`src/rtl/fetch_unit_if.sv`:
```
// Instruction SRAM bus between the fetch unit (master) and the SRAM (slave).
// All strobes are active low; the fetch unit never writes.
interface fetch_unit_if #(
  parameter int ADDR_W = 18,
  parameter int DATA_W = 16
);
  logic [ADDR_W-1:0] mem_addr;
  logic [DATA_W-1:0] mem_rdata;
  logic              mem_en_n;
  logic              mem_oe_n;
  logic              mem_we_n;

  modport master (output mem_addr, mem_en_n, mem_oe_n, mem_we_n, input  mem_rdata);
  modport slave  (input  mem_addr, mem_en_n, mem_oe_n, mem_we_n, output mem_rdata);
endinterface

```
`src/rtl/fetch_unit.sv`:
```
// Instruction fetch: streams sequential SRAM reads into a small FIFO, one access
// in flight at a time, with redirect flushing the FIFO and restarting the stream.
module fetch_unit #(
  parameter int              ADDR_W      = 18,
  parameter int              DATA_W      = 16,
  parameter int              WAIT_CYCLES = 1,
  parameter int              BUF_DEPTH   = 2,
  parameter logic [ADDR_W-1:0] RESET_PC  = '0
) (
  input  logic              clk,
  input  logic              rst,
  input  logic              hold,
  input  logic              redirect,
  input  logic [ADDR_W-1:0] redirect_pc,
  fetch_unit_if.master      mem,
  output logic              inst_valid,
  output logic [DATA_W-1:0] inst,
  output logic [ADDR_W-1:0] inst_pc
);

  localparam int PTR_W = $clog2(BUF_DEPTH);
  localparam int CNT_W = $clog2(BUF_DEPTH + 1);

  typedef enum logic {IDLE, FETCH} state_e;

  state_e                          state_q, state_d;
  logic [ADDR_W-1:0]               fetch_pc_q, fetch_pc_d;
  logic [3:0]                      wait_q, wait_d;
  logic [CNT_W-1:0]                count_q, count_d, count_nxt;
  logic [PTR_W-1:0]                rd_ptr_q, rd_ptr_d, wr_ptr_q, wr_ptr_d;
  logic [BUF_DEPTH-1:0][DATA_W-1:0] buf_inst_q, buf_inst_d;
  logic [BUF_DEPTH-1:0][ADDR_W-1:0] buf_pc_q, buf_pc_d;
  logic                            push, pop, room;

  assign push       = (state_q == FETCH) && (wait_q == 4'(WAIT_CYCLES));
  assign inst_valid = (count_q != '0);
  assign pop        = inst_valid && !hold;
  assign count_nxt  = count_q + CNT_W'(push) - CNT_W'(pop);
  // A new access may only start if its data is guaranteed a free slot.
  assign room       = count_nxt < CNT_W'(BUF_DEPTH);

  assign mem.mem_addr = fetch_pc_q;
  assign mem.mem_en_n = (state_q != FETCH);
  assign mem.mem_oe_n = (state_q != FETCH);
  assign mem.mem_we_n = 1'b1;

  // While empty, inst_pc tracks the next fetch address so it reads RESET_PC
  // out of reset and the redirect target right after a redirect.
  assign inst    = inst_valid ? buf_inst_q[rd_ptr_q] : '0;
  assign inst_pc = inst_valid ? buf_pc_q[rd_ptr_q]   : fetch_pc_q;

  always_comb begin
    state_d    = state_q;
    fetch_pc_d = fetch_pc_q;
    wait_d     = wait_q;
    count_d    = count_nxt;
    rd_ptr_d   = rd_ptr_q + PTR_W'(pop);
    wr_ptr_d   = wr_ptr_q + PTR_W'(push);
    buf_inst_d = buf_inst_q;
    buf_pc_d   = buf_pc_q;

    if (push) begin
      buf_inst_d[wr_ptr_q] = mem.mem_rdata;
      buf_pc_d[wr_ptr_q]   = fetch_pc_q;
    end

    case (state_q)
      IDLE: begin
        if (room) begin
          state_d = FETCH;
          wait_d  = '0;
        end
      end
      FETCH: begin
        if (push) begin
          fetch_pc_d = fetch_pc_q + ADDR_W'(1);
          wait_d     = '0;
          state_d    = room ? FETCH : IDLE;
        end else begin
          wait_d = wait_q + 4'd1;
        end
      end
    endcase

    // Redirect overrides everything: the in-flight read is dropped and the
    // FIFO is emptied by clearing the count and pointers.
    if (redirect) begin
      state_d    = FETCH;
      fetch_pc_d = redirect_pc;
      wait_d     = '0;
      count_d    = '0;
      rd_ptr_d   = '0;
      wr_ptr_d   = '0;
    end
  end

  always_ff @(posedge clk) begin
    if (rst) begin
      state_q    <= IDLE;
      fetch_pc_q <= RESET_PC;
      wait_q     <= '0;
      count_q    <= '0;
      rd_ptr_q   <= '0;
      wr_ptr_q   <= '0;
    end else begin
      state_q    <= state_d;
      fetch_pc_q <= fetch_pc_d;
      wait_q     <= wait_d;
      count_q    <= count_d;
      rd_ptr_q   <= rd_ptr_d;
      wr_ptr_q   <= wr_ptr_d;
    end
  end

  always_ff @(posedge clk) begin
    buf_inst_q <= buf_inst_d;
    buf_pc_q   <= buf_pc_d;
  end

endmodule

```
`src/flat_wrapper.sv`:
```
// flat-port wrapper written by rule: the top's interface ports become plain ports
module fetch_unit_flat 
#(
  parameter int              ADDR_W      = 18,
  parameter int              DATA_W      = 16,
  parameter int              WAIT_CYCLES = 1,
  parameter int              BUF_DEPTH   = 2,
  parameter logic [ADDR_W-1:0] RESET_PC  = '0
)
  (clk, rst, hold, redirect, redirect_pc, inst_valid, inst, inst_pc, mem_mem_addr, mem_mem_en_n, mem_mem_oe_n, mem_mem_we_n, mem_mem_rdata);
  fetch_unit_if #(.ADDR_W(ADDR_W), .DATA_W(DATA_W)) mem_i ();
  input  logic clk;
  input  logic rst;
  input  logic hold;
  input  logic redirect;
  input  logic [ADDR_W-1:0] redirect_pc;
  output logic inst_valid;
  output logic [DATA_W-1:0] inst;
  output logic [ADDR_W-1:0] inst_pc;
  output wire logic [$bits(mem_i.mem_addr)-1:0] mem_mem_addr;
  output wire logic [$bits(mem_i.mem_en_n)-1:0] mem_mem_en_n;
  output wire logic [$bits(mem_i.mem_oe_n)-1:0] mem_mem_oe_n;
  output wire logic [$bits(mem_i.mem_we_n)-1:0] mem_mem_we_n;
  input wire logic [$bits(mem_i.mem_rdata)-1:0] mem_mem_rdata;
  assign mem_mem_addr = mem_i.mem_addr;
  assign mem_mem_en_n = mem_i.mem_en_n;
  assign mem_mem_oe_n = mem_i.mem_oe_n;
  assign mem_mem_we_n = mem_i.mem_we_n;
  assign mem_i.mem_rdata = mem_mem_rdata;
  fetch_unit #(.ADDR_W(ADDR_W), .DATA_W(DATA_W), .WAIT_CYCLES(WAIT_CYCLES), .BUF_DEPTH(BUF_DEPTH), .RESET_PC(RESET_PC)) u_core (.clk(clk), .rst(rst), .hold(hold), .redirect(redirect), .redirect_pc(redirect_pc), .mem(mem_i), .inst_valid(inst_valid), .inst(inst), .inst_pc(inst_pc));
endmodule
```
`config.mk`:
```
export PLATFORM = sky130hd
export DESIGN_NAME = fetch_unit_flat
export DESIGN_NICKNAME = d
export VERILOG_FILES = /design/src/rtl/fetch_unit_if.sv /design/src/rtl/fetch_unit.sv /design/src/flat_wrapper.sv
export SDC_FILE = /design/constraint.sdc
export NUM_CORES = 1
export LEC_CHECK = 0
export CORE_ASPECT_RATIO = 0.6
export CORE_MARGIN = 2
export CORE_UTILIZATION = 62
export CTS_CLUSTER_SIZE = 12
export DETAILED_ROUTE_END_ITERATION = 8
export DONT_BUFFER_PORTS = 1
export GPL_TIMING_DRIVEN = 0
export PLACE_DENSITY = 0.84
export SLEW_MARGIN = 10
export SYNTH_ARGS = -nofsm -noshare
export SYNTH_HDL_FRONTEND = slang
export SYNTH_SLANG_ARGS = --single-unit
export TNS_END_PERCENT = 20
```
`constraint.sdc`:
```
create_clock -name clk -period 2.9 [get_ports clk]
set_input_delay 0.58 -clock clk [delete_from_list [all_inputs] [get_ports clk]]
set_output_delay 0.58 -clock clk [all_outputs]
set_load 0.005 [all_outputs]
```
==> metrics, run 1 <==
Total GRT Usage 0.236; CP Launch Type flip-flop; Max-Cap Viols 0; Area Growth Syn to Fin 7.94%; Root Buffer clkbuf_8; CP startpoint u_core.rd_ptr_q; endpoint class of the critical path primary output; CTS Sinks 95; dpl ws 0.382 ns; # DRC 0; io pins 94; Worst path slowest cell buf_1; Synth Area per Inst 12.2 µm²; Worst Hold Class in2reg; # fillers 437; initial antenna violation count 0; Syn Nets 381; CTS Hold Bufs 0; WHS 0.309 ns; Worst Path Arrival 2.22 ns; layout cells sized above 1 0.0763; HP Start mem_mem_rdata[7]; Clock Latency Late Sink 0.36 ns; final cell count without fillers 438; min Tclk post-route 2.80 ns; Max Fclk 357 MHz; Layout Nets 394; register bit total from synthesis 95; Netlist Area Pre-Place 0.00410 mm²; Detailed Place HPWL 5650 µm; H-tree Lvls 3; critical path type reg2out; dpl cells 422; cells along the critical path clkbuf_1, buf_1, mux2i_1, o21ai_0; yosys warns 0; vias in the first global route 2406; Vias 2654; port bufs 0; worst stage delay on the critical path 0.67 ns; Clock transition at path regs 0.09 ns; Num CTS Buffers 9; peak supply drop 0.390 mV; Clock Path Buffers 2; die area 0.00729 mm²; # rows 22; Pwr Density 549 mW/mm²; Antenna diodes 0; Initial Utilization 0.656; leakage 1.41 nW; cell count of the worst hold path 0; Post-CTS Resized 0; result of the run completed; DR vias/cell 6.06; GPL Wtd Cong 0.885; Crit Path Max Fanout 10; Slew headroom 0.467; first-pass iteration count of the detailed router 5; post-synth top area share 0.498; Syn Inst Count 336; Slew Limit Fails 0; GRT overflow 0; area taken by flip-flops and latches 0.00258 mm²; R2R cell count 10; final number of hold-violating endpoints 0; placed cell area 0.00425 mm²; footprint of the multi-input gates 0.00139 mm²; RSZ-0062 raised after global routing yes; worst-margin pin slew 0.800 ns; post-route worst setup slack 0.100 ns; Die W 109 µm; WL per Instance 18.7 µm; FF-to-FF Start u_core.wait_q[1]; drt total wl 8180 µm; CTS tree done; post-synth top area cell edfxtp_1; Die Ht 67.0 µm; ANT nets after route 0; Worst Path Required 2.32 ns; Final period util 0.965; final setup fails 0; largest net degree at the start of global routing 26; drt initial violations 238; core area 0.00625 mm²; sequential area share after synthesis 0.630; Final Skew 0.0115 ns; first-pass GRT wire length 12400 µm; Synth cell types 38; post-route cell area 0.00442 mm²; fin util 0.708; Synth area leaders edfxtp_1, dfxtp_1, mux2i_1; setup bufs post-CTS 0
Yosys cell counts, drive strengths merged:
cell      n
a2bb2oi   1
and2      1
edfxtp   68
ha        7
nand4bb   1
dfxtp    27
buf       3
a41oi     1
a31o      1
xor2      3
and4      2
or2       2
o21ai    21
a21oi     3
clkbuf   16
mux2i    34
a2111oi   1
nor3      2
nand3     7
o21a      1
a31oi     1
a211oi    9
nand2    29
or4       5
nand4     5
nor4      2
xnor3     1
inv      13
conb      1
xnor2     8
o31ai     3
a311oi    9
or3       5
nor2     42
nor4b     1
layer usage:
| metal | vias to the layer above | GRT usage | share of wire | wire [µm] |
|---|---|---|---|---|
| li1 | 1260 | - | - | - |
| met1 | 1278 | 0.325 | 0.44 | 3600 |
| met2 | 102 | 0.344 | 0.45 | 3670 |
| met3 | 14 | 0.0841 | 0.095 | 776 |
| met4 | 0 | 0.0881 | 0.016 | 129 |
| met5 | - | 0 | 0 | 0 |
cell type report:
type | count | share of cell area
sequential | 95 | 0.584
multi-input combinational | 209 | 0.314
clock buffer | 11 | 0.0297
tap | 84 | 0.0238
buffer | 19 | 0.0181
inverter | 13 | 0.0110
clock inverter | 5 | 0.00990
timing repair buffer | 2 | 0.00905
critical path, delay by kind of cell (launching register included):
kind                   cells  cell delay (ns)
multiplexers               1             0.15
flip-flops                 1             0.33
AO/OA/AOI/OAI              1             0.29
buffers and inverters      2             1.09
per-stage QoR:
step                total power [mW]  setup TNS, ns
floorplan                       1.64              0
global placement                1.67          -9.86
detailed placement              1.68              0
CTS                             2.44              0
global route                    2.53         -0.263
finish                          2.43              0
logic make-up (layout without fill, tap and decap cells):
logic type,Yosys count,count (layout),share of synthesized area
other,1,1,0.000915
DFF,95,95,0.630
adders and majority gates,7,7,0.0214
xor gates and xnor gates,12,12,0.0290
AOI/OAI and AO/OA,51,51,0.0825
and+or+nand+nor,104,104,0.121
buffers and inverters,32,50,0.0315
muxes,34,34,0.0831
registers in the layout, indices dropped and copies added (netlist names):
register             cells
u_core.rd_ptr_q          1
u_core.count_q           2
u_core.wait_q            4
u_core.wr_ptr_q          1
u_core.buf_pc_q         36
u_core.mem.mem_addr     18
u_core.state_q           1
u_core.buf_inst_q       32
power breakdown:
part	leakage [nW]	switching (mW)	total (mW)	internal [mW]
clock	0.0821	0.456	0.779	0.323
sequential	0.845	0.0488	1.53	1.48
combinational	0.483	0.0731	0.118	0.0449
total	1.41	0.578	2.43	1.85
cell usage in the layout, fill, tap and decap left out, types with 2 or more instances in the layout:
| cell type | n |
|---|---|
| a211oi_1 | 9 |
| a21oi_1 | 3 |
| a311oi_1 | 9 |
| and4_1 | 2 |
| buf_1 | 2 |
| buf_12 | 2 |
| buf_4 | 2 |
| clkbuf_1 | 16 |
| clkbuf_8 | 9 |
| clkinvlp_4 | 2 |
| dfxtp_1 | 27 |
| edfxtp_1 | 68 |
| ha_1 | 5 |
| ha_2 | 2 |
| inv_1 | 13 |
| mux2i_1 | 34 |
| nand2_1 | 29 |
| nand3_1 | 7 |
| nand4_1 | 3 |
| nand4_2 | 2 |
| nor2_1 | 42 |
| nor3_1 | 2 |
| nor4_1 | 2 |
| o21ai_0 | 21 |
| o31ai_1 | 3 |
| or2_2 | 2 |
| or3_1 | 5 |
| or4_1 | 4 |
| xnor2_1 | 8 |
| xor2_1 | 3 |
final timing paths:
check / slack, ns / endpoint
max: 0.10 / inst_pc[4]
min: 0.31 / u_core.buf_inst_q[7]
max reg2reg: 0.34 / u_core.wait_q[3]
min reg2reg: 0.50 / u_core.wait_q[3]
(Power assumes the default switching activity.)
==> run 2, diff against run 1 <==
--- a/config.mk
+++ b/config.mk
@@ -5,6 +5,7 @@
 export SDC_FILE = /design/constraint.sdc
 export NUM_CORES = 1
 export LEC_CHECK = 0
+export ABC_AREA = 1
 export CORE_ASPECT_RATIO = 0.6
 export CORE_MARGIN = 2
 export CORE_UTILIZATION = 62
==> run 2 against run 1 <==
Net effect: cell count rose by 29%; hold slack improved by 0.012 ns; combinational power rose by 37%; design area rose by 8.4%; critical endpoint is now inst[12]; clock power rose by 39%; largest cell class unchanged; synthesized cell count rose by 37%; critical path depth rose by 1; die area rose by 6.7%; power rose by 14%; worst setup slack improved by 0.48 ns; sequential share of layout area fell by 4.5 points.
==> metrics, run 2 <==
Worst Path Arrival 1.74 ns; drt initial violations 361; most frequent cells after synthesis nand2_1, edfxtp_1, a21oi_1; Synth area leaders edfxtp_1, dfxtp_1, nand2_1; worst r2r dst u_core.buf_pc_q[25]; Initial Utilization 0.648; GPL Wtd Cong 0.946; FF-to-FF Start u_core.wait_q[0]; Max Fclk 431 MHz; Synth cell types 32; H-tree Lvls 3; area taken by flip-flops and latches 0.00258 mm²; Num CTS Buffers 9; result of the run completed; CTS Sinks 95; CP startpoint u_core.rd_ptr_q; critical path type reg2out; CTS tree done; Slew Limit Fails 0; GRT overflow 0; total power 2.77 mW; Synth Area per Inst 9.55 µm²; register bit total from synthesis 95; Root Buffer clkbuf_16; r2r setup slk 0.72 ns; Post-CTS Resized 0; post-synth top area cell edfxtp_1; placed cell area 0.00453 mm²; Final Skew 0.00722 ns; final cell count without fillers 563; die area 0.00778 mm²; Area Growth Syn to Fin 9.33%; io pins 94; # fillers 491; count leader, synth nand2_1; endpoint class of the critical path primary output; layout cells sized above 1 0.124; Clock Latency Late Sink 0.35 ns; initial antenna violation count 0; Final period util 0.800; Async S/R FF share, synth 0; final number of hold-violating endpoints 0; Worst Hold Class in2reg; first-pass GRT wire length 16800 µm; peak supply drop 0.482 mV; final setup fails 0; sum of negative setup slack 0 ns; Crit Path Max Fanout 10; RSZ-0062 raised after global routing no; DR vias/cell 6.01; sequential area share after synthesis 0.589; setup bufs post-CTS 0; Clock transition at path regs 0.07 ns; Syn Nets 504; commonest non-fill, non-tap cell in the layout nand2_1; Layout Nets 516; min Tclk post-route 2.32 ns; post-route cell area 0.00479 mm²; Netlist Area Pre-Place 0.00438 mm²; Antenna diodes 0; drt total wl 10800 µm; Clock Path Buffers 2; core area 0.00676 mm²; first-pass iteration count of the detailed router 6; Max-Cap Viols 0; CTS Hold Bufs 0; worst-margin pin slew 0.861 ns; Total GRT Usage 0.284; Largest register FFs 36; vias in the first global route 3149; Post-synth EDFFs 68; largest net degree at the start of global routing 35; WHS 0.321 ns; Die Ht 69.1 µm; Top reg by flops u_core.buf_pc_q; dpl cells 547; Vias 3386; Die W 113 µm; Pwr Density 579 mW/mm²; WL per Instance 19.1 µm; Slew headroom 0.426; commonest cells after routing, fill and taps aside nand2_1, edfxtp_1, a21oi_1; commonest register cell after synthesis edfxtp_1; Worst Path Required 2.32 ns; port bufs 0; CP Launch Type flip-flop; Worst Setup EP inst[12]; Syn Inst Count 459; ANT nets after route 0; post-synth top area share 0.466; yosys warns 0; leakage 1.81 nW; footprint of the multi-input gates 0.00155 mm²; # rows 23; Detailed Place HPWL 7600 µm; # DRC 0; R2R cell count 4
-- run 2: power breakdown --
group | switching [mW] | internal, mW
Sequential | 0.0481 | 1.48
Clock | 0.498 | 0.583
Combinational | 0.108 | 0.0543
Total | 0.654 | 2.12
-- run 2: cell families (layout without fill, tap and decap cells) --
kind of cell	after synthesis	in the layout	share of synthesized area
AO/OA/AOI/OAI	96	96	0.123
XOR/XNOR	6	6	0.0120
adder cells (fa/ha/maj)	7	7	0.0200
AND/OR/NAND/NOR	193	193	0.197
buffers and inverters	61	78	0.0582
flip-flops	95	95	0.589
other	1	1	0.000855
-- run 2: layout make-up --
type	instances	area share
Tap cell	87	0.0227
Timing Repair Buffer	1	0.00574
Buffer	19	0.0204
Clock inverter	5	0.00731
Multi-Input combinational cell	303	0.324
Sequential cell	95	0.539
Inverter	42	0.0329
Clock buffer	11	0.0486
-- run 2: how the worst min path moves through the flow --
stage,end,slack (ns),from,cells after the start
finish,u_core.buf_inst_q[11],0.32,mem_mem_rdata[11],0
global route,u_core.buf_inst_q[16],0.30,mem_mem_rdata[0],0
CTS,u_core.buf_inst_q[16],0.32,mem_mem_rdata[0],0
detailed placement,u_core.wait_q[3],0.51,u_core.wait_q[3],2
global placement,u_core.wait_q[3],0.50,u_core.state_q,2
floorplan,u_core.wait_q[0],0.48,u_core.wait_q[0],1
-- run 2: through the flow --
stage	util	setup slack [ns]
final	0.709	0.579
after global routing	0.709	0.457
after CTS	0.709	0.589
after detailed placement	0.669	0.702
after global placement	0.664	0.219
after floorplan	-	0.770
-- run 2: critical path, cell delays in order (launching register included) --
cell      delay [ns]
dfxtp_1         0.30
buf_2           0.19
clkinv_1        0.18
clkbuf_1        0.37
nand2_1         0.12
a21oi_1         0.23
-- run 2: layer usage --
| layer | vias up | routed length (µm) | global-route usage |
|---|---|---|---|
| li1 | 1574 | - | - |
| met1 | 1602 | 4540 | 0.417 |
| met2 | 196 | 4660 | 0.400 |
| met3 | 14 | 1480 | 0.118 |
| met4 | 0 | 96 | 0.0528 |
| met5 | - | 0 | 0 |
